## config.mk

```make
export PLATFORM = sky130hd
export DESIGN_NAME = adder8_arbiter
export DESIGN_NICKNAME = d
export VERILOG_FILES = /design/src/rtl/adder8_arbiter.sv
export SDC_FILE = /design/constraint.sdc
export NUM_CORES = 1
export LEC_CHECK = 0
export BUFFER_PORTS_ARGS = -buffer_cell sky130_fd_sc_hd__buf_2
export CAP_MARGIN = 0
export CORE_MARGIN = 8
export CORE_UTILIZATION = 35
export CTS_BUF_LIST = sky130_fd_sc_hd__clkbuf_4 sky130_fd_sc_hd__clkbuf_8
export CTS_CLUSTER_SIZE = 14
export DETAILED_ROUTE_END_ITERATION = 8
export HOLD_SLACK_MARGIN = 0.06
export PLACE_DENSITY = 0.59
export RECOVER_POWER = 50
export SETUP_SLACK_MARGIN = 0.4
export SYNTH_ARGS = -nofsm -noshare
export SYNTH_HDL_FRONTEND = slang
export SYNTH_SLANG_ARGS = --single-unit
```

## constraint.sdc

```tcl
create_clock -name clk -period 1.9 [get_ports clk]
set_clock_uncertainty 0.2 [all_clocks]
set_input_delay 0 -clock clk [delete_from_list [all_inputs] [get_ports clk]]
set_output_delay 0 -clock clk [all_outputs]
set_load 0.02 [all_outputs]
```

## src/rtl/adder8_arbiter.sv

```systemverilog
// adder8_arbiter: shares one WIDTH-bit adder between two requesters.
// Each requester holds req plus an operand pair until it sees its ack.
// The granted pair is captured, added in EXEC, and the result is presented
// in RESP together with the id of the requester that owns it.
//
// state | meaning
// ------+---------------------------------------------------------------
// IDLE  | waiting for a request; the only state in which an ack can issue
// EXEC  | captured operands are added; result registers load on exit
// RESP  | res_valid strobes for one cycle, then back to IDLE
//
// Ack is combinational from req/ena so the requester learns of the grant
// in the same cycle it is taken. All res_* outputs come from flops only.
module adder8_arbiter #(
  parameter int WIDTH      = 8,
  parameter bit PRIO_FIXED = 1'b0
) (
  input  logic             clk,
  input  logic             rst_n,
  input  logic             ena,
  input  logic             req0,
  input  logic [WIDTH-1:0] a0,
  input  logic [WIDTH-1:0] b0,
  output logic             ack0,
  input  logic             req1,
  input  logic [WIDTH-1:0] a1,
  input  logic [WIDTH-1:0] b1,
  output logic             ack1,
  output logic             res_valid,
  output logic             res_id,
  output logic [WIDTH-1:0] res_sum,
  output logic             res_cout,
  output logic             busy
);

  typedef enum logic [1:0] {
    IDLE = 2'd0,
    EXEC = 2'd1,
    RESP = 2'd2
  } state_t;

  state_t           state_q, state_d;
  logic [WIDTH-1:0] op_a_q, op_a_d;
  logic [WIDTH-1:0] op_b_q, op_b_d;
  logic             op_id_q, op_id_d;
  logic             last_grant_q, last_grant_d;
  logic [WIDTH-1:0] res_sum_q, res_sum_d;
  logic             res_cout_q, res_cout_d;
  logic             res_id_q, res_id_d;

  logic             sel0, sel1;
  logic [WIDTH:0]   sum_full;

  // Arbiter: a lone request wins; on a tie the requester that did not win
  // last time goes next, unless fixed priority hands it to requester 0.
  always_comb begin
    sel0 = 1'b0;
    sel1 = 1'b0;
    if (req0 && req1) begin
      if (PRIO_FIXED || last_grant_q) begin
        sel0 = 1'b1;
      end else begin
        sel1 = 1'b1;
      end
    end else begin
      sel0 = req0;
      sel1 = req1;
    end
  end

  assign ack0 = (state_q == IDLE) && ena && sel0;
  assign ack1 = (state_q == IDLE) && ena && sel1;

  assign sum_full = {1'b0, op_a_q} + {1'b0, op_b_q};

  // Next-state logic: capture on ack, load the result on leaving EXEC.
  always_comb begin
    state_d      = state_q;
    op_a_d       = op_a_q;
    op_b_d       = op_b_q;
    op_id_d      = op_id_q;
    last_grant_d = last_grant_q;
    res_sum_d    = res_sum_q;
    res_cout_d   = res_cout_q;
    res_id_d     = res_id_q;
    case (state_q)
      IDLE: begin
        if (ack0) begin
          op_a_d       = a0;
          op_b_d       = b0;
          op_id_d      = 1'b0;
          last_grant_d = 1'b0;
          state_d      = EXEC;
        end else if (ack1) begin
          op_a_d       = a1;
          op_b_d       = b1;
          op_id_d      = 1'b1;
          last_grant_d = 1'b1;
          state_d      = EXEC;
        end
      end
      EXEC: begin
        res_sum_d  = sum_full[WIDTH-1:0];
        res_cout_d = sum_full[WIDTH];
        res_id_d   = op_id_q;
        state_d    = RESP;
      end
      RESP: begin
        state_d = IDLE;
      end
      default: begin
        state_d = IDLE;
      end
    endcase
  end

  // State and datapath registers; last_grant resets to 1 so requester 0
  // wins the first tie.
  always_ff @(posedge clk or negedge rst_n) begin
    if (!rst_n) begin
      state_q      <= IDLE;
      op_a_q       <= '0;
      op_b_q       <= '0;
      op_id_q      <= 1'b0;
      last_grant_q <= 1'b1;
      res_sum_q    <= '0;
      res_cout_q   <= 1'b0;
      res_id_q     <= 1'b0;
    end else begin
      state_q      <= state_d;
      op_a_q       <= op_a_d;
      op_b_q       <= op_b_d;
      op_id_q      <= op_id_d;
      last_grant_q <= last_grant_d;
      res_sum_q    <= res_sum_d;
      res_cout_q   <= res_cout_d;
      res_id_q     <= res_id_d;
    end
  end

  assign res_valid = (state_q == RESP);
  assign busy      = (state_q != IDLE);
  assign res_sum   = res_sum_q;
  assign res_cout  = res_cout_q;
  assign res_id    = res_id_q;

endmodule

```

==> flow_metrics.env <==
export IMPL_sequentialPowerShare=0.265
export IMPL_p_sw_frac=0.405
export IMPL_vias=1663
export IMPL_core_area_um2=4600
export IMPL_internal_power_mw=2.79
export IMPL_antenna_found_initial=0
export IMPL_grt_ovfl_total=0
export IMPL_post_route_min_period_ns=2.02
export IMPL_setup_slack_ns=-0.125
export IMPL_clk_path_buf_depth=2
export IMPL_port_buffers=50
export IMPL_clk_latency_ns=0.28
export IMPL_cts_root_buf="clkbuf_8"
export IMPL_yosys_area_top_type="dfrtp_1"
export IMPL_diodes=0
export IMPL_dr_pass1_iters=4
export IMPL_synth_compound_area_frac=0.172
export IMPL_utilization=0.630
export IMPL_worstPathMaxFanout=2
export IMPL_syn_avg_cell_area_um2=10.0
export IMPL_synth_top_family_by_area="compound AO/OA/AOI/OAI gates"
export IMPL_vias_per_cell=4.99
export IMPL_synth_nets=209
export IMPL_max_freq_mhz=494
export IMPL_drtIter0Drc=65
export IMPL_flow_area_growth_from_synthesis_pct=77.7
export IMPL_ys_ff_latch=30
export IMPL_p_per_area_nw_per_um2=1620
export IMPL_power_frac_comb=0.619
export IMPL_rsz0062_at_grt="yes"
export IMPL_routed_wl_um=5410
export IMPL_cts_sinks=30
export IMPL_track_usage=0.142
export IMPL_clkTransAtPathRegs_ns=0.06
export IMPL_setup_viol=3
export IMPL_slew_violations=0
export IMPL_cp_required_ns=1.87
export IMPL_dieHeight_um=84.3
export IMPL_fin_crit_sh=1.07
export IMPL_layout_common_cells="38 x buf_2, 36 x dlygate4sd3_1, 28 x dfrtp_1, 15 x nand2_1, 15 x buf_4"
export IMPL_synth_xor_area_share=0.00537
export IMPL_p_sw_mw=1.90
export IMPL_hpwlAfterDp_um=2890
export IMPL_final_common_cell="buf_2"
export IMPL_r2r_cells=6
export IMPL_io_pins=51
export IMPL_fin_nets=324
export IMPL_synth_fa_ha_area_frac=0.0737
export IMPL_final_fill_count=334
export IMPL_drive_above_1_share=0.427
export IMPL_place_congestion=0.704
export IMPL_synth_cell_types=39
export IMPL_ir_drop_uv=731
export IMPL_synth_simple_gate_area_frac=0.148
export IMPL_slew_limit_headroom=0.474
export IMPL_tightest_slew_ns=0.788
export IMPL_grt_pass1_vias=1778
export IMPL_critPathLaunchType="flip-flop"
export IMPL_p_clk_frac=0.116
export IMPL_outcome="finished with violations"
export IMPL_synth_area_top_cells="dfrtp_1 45%, mux2i_1 9.8%, ha_1 6.1%"
export IMPL_synth_area_um2=1630
export IMPL_ant_nets=0
export IMPL_hold_path_class="in2async"
export IMPL_grt_max_degree=31
export IMPL_placed_cell_area_um2=2000
export IMPL_die_area_um2=7100
export IMPL_yosysSeqAreaShare=0.461
export IMPL_endpoint_kind="flip-flop"
export IMPL_synth_flop_cell="dfrtp_1"
export IMPL_fin_cells=333
export IMPL_yosysWarnings=0
export IMPL_critical_path_class="reg2reg"
export IMPL_cts_buffers=5
export IMPL_yosysTopAreaCellShare=0.445
export IMPL_cap_violations=0
export IMPL_row_count=25
export IMPL_dieWidth_um=84.3
export IMPL_leakage_nw=1.38
export IMPL_grt_pass1_wl_um=8300
export IMPL_muxShareOfSynthArea=0.0982
export IMPL_initial_utilization=0.355
export IMPL_hold_viol=0
export IMPL_violations="negative setup slack"
export IMPL_dp_cells=268
export IMPL_crit_arrival_ns=2.00
export IMPL_syn_instance_count=163
export IMPL_drc_errors=0
export IMPL_avgRoutedWirePerCell_um=16.3
export IMPL_setup_tns_final_ns=-0.341
export IMPL_ys_async_sr_fraction=1.00
export IMPL_synth_enable_flop_cells=0
export IMPL_hold_ws_ns=0.136
export IMPL_cts_tree="done"
export IMPL_htree_levels=2
export IMPL_fin_area_um2=2900
state kept, by name, indices dropped and copies added (netlist names):
name	count
op_b_q	8
res_sum	8
res_id	1
res_cout	1
op_a_q	8
state_q	2
op_id_q	1
last_grant_q	1
cell families after synthesis:
kind of cell / count (synthesis)
AOI/OAI and AO/OA: 41
xor gates and xnor gates: 1
adders and majority gates: 9
buffers and inverters: 13
DFF: 30
muxes: 16
and+or+nand+nor: 53
synth_stat cells (all sizes together) (3+ instances only):
cell and instances:
a21oi 16, buf 5, ha 8, nor3 3, inv 6, nor2 20
a211oi 5, o21a 3, dfrtp 29, o31ai 3, o21ai 5, nand2 19
mux2i 16
metal layers:
layer | routed length [um] | part of all wire | global-route usage
met3 | 211 | 0.039 | 0.0397
met4 | 119 | 0.022 | 0.0549
met1 | 2210 | 0.41 | 0.156
met2 | 2870 | 0.53 | 0.250
met5 | 0 | 0 | 0
power by group through the flow:
stage	clock (mW)	sequential [mW]	combinational, mW
after global routing	0.583	1.28	3.19
after detailed placement	0	1.18	2.04
after CTS	0.551	1.18	2.41
after global placement	0	1.17	2.03
after floorplan	0	1.26	1.35
final	0.543	1.24	2.91
metrics by stage:
step | power [mW] | setup slack (ns)
global placement | 3.20 | -0.0784
global route | 5.05 | -0.250
CTS | 4.14 | -0.0981
floorplan | 2.61 | -0.0637
finish | 4.69 | -0.125
detailed placement | 3.21 | -0.0995
path summary, 6_finish.rpt:
path                            slack [ns]              startpoint                      to
worst max register to register       -0.12   op_b_q[0]$_DFFE_PN0P_    res_cout$_DFFE_PN0N_
max in group asynchronous             0.82                   rst_n  state_q[0]$_DFFE_PN0P_
worst max-delay path                 -0.12   op_b_q[0]$_DFFE_PN0P_    res_cout$_DFFE_PN0N_
min in group clk                      0.21                    req0  state_q[0]$_DFFE_PN0P_
worst min-delay path                  0.14                   rst_n   op_b_q[6]$_DFFE_PN0P_
worst min register to register        0.27  res_sum[4]$_DFFE_PN0N_  res_sum[4]$_DFFE_PN0N_
worst max-delay path, stage by stage, from the launching register on:
cell      delay (ns)
dfrtp_1         0.40
ha_2            0.21
fa_2            0.37
a211oi_2        0.22
nor2_1          0.08
o31a_1          0.26
o21a_1          0.17
what timing repair did:
action | 4_1_cts | 5_1_grt
hold endpoints to repair | 48 | 0
endpoints found under the setup margin | 26 | 29
pin swaps | 20 | 16
hold buffers | 36 | 0
resized for setup | 22 | 35
setup buffers | 10 | 7
gates cloned | 3 | 1
final cells by class:
class                           instances  area (um2)  area share
Clock buffer                            7        90.1      0.0311
Clock inverter                          1        5.00     0.00173
Inverter                                6        27.5     0.00950
Multi-Input combinational cell        120        1010       0.348
Sequential cell                        30         753       0.260
Tap cell                               54        67.6      0.0233
Timing Repair Buffer                  115         946       0.326
(Power assumes the default switching activity.)
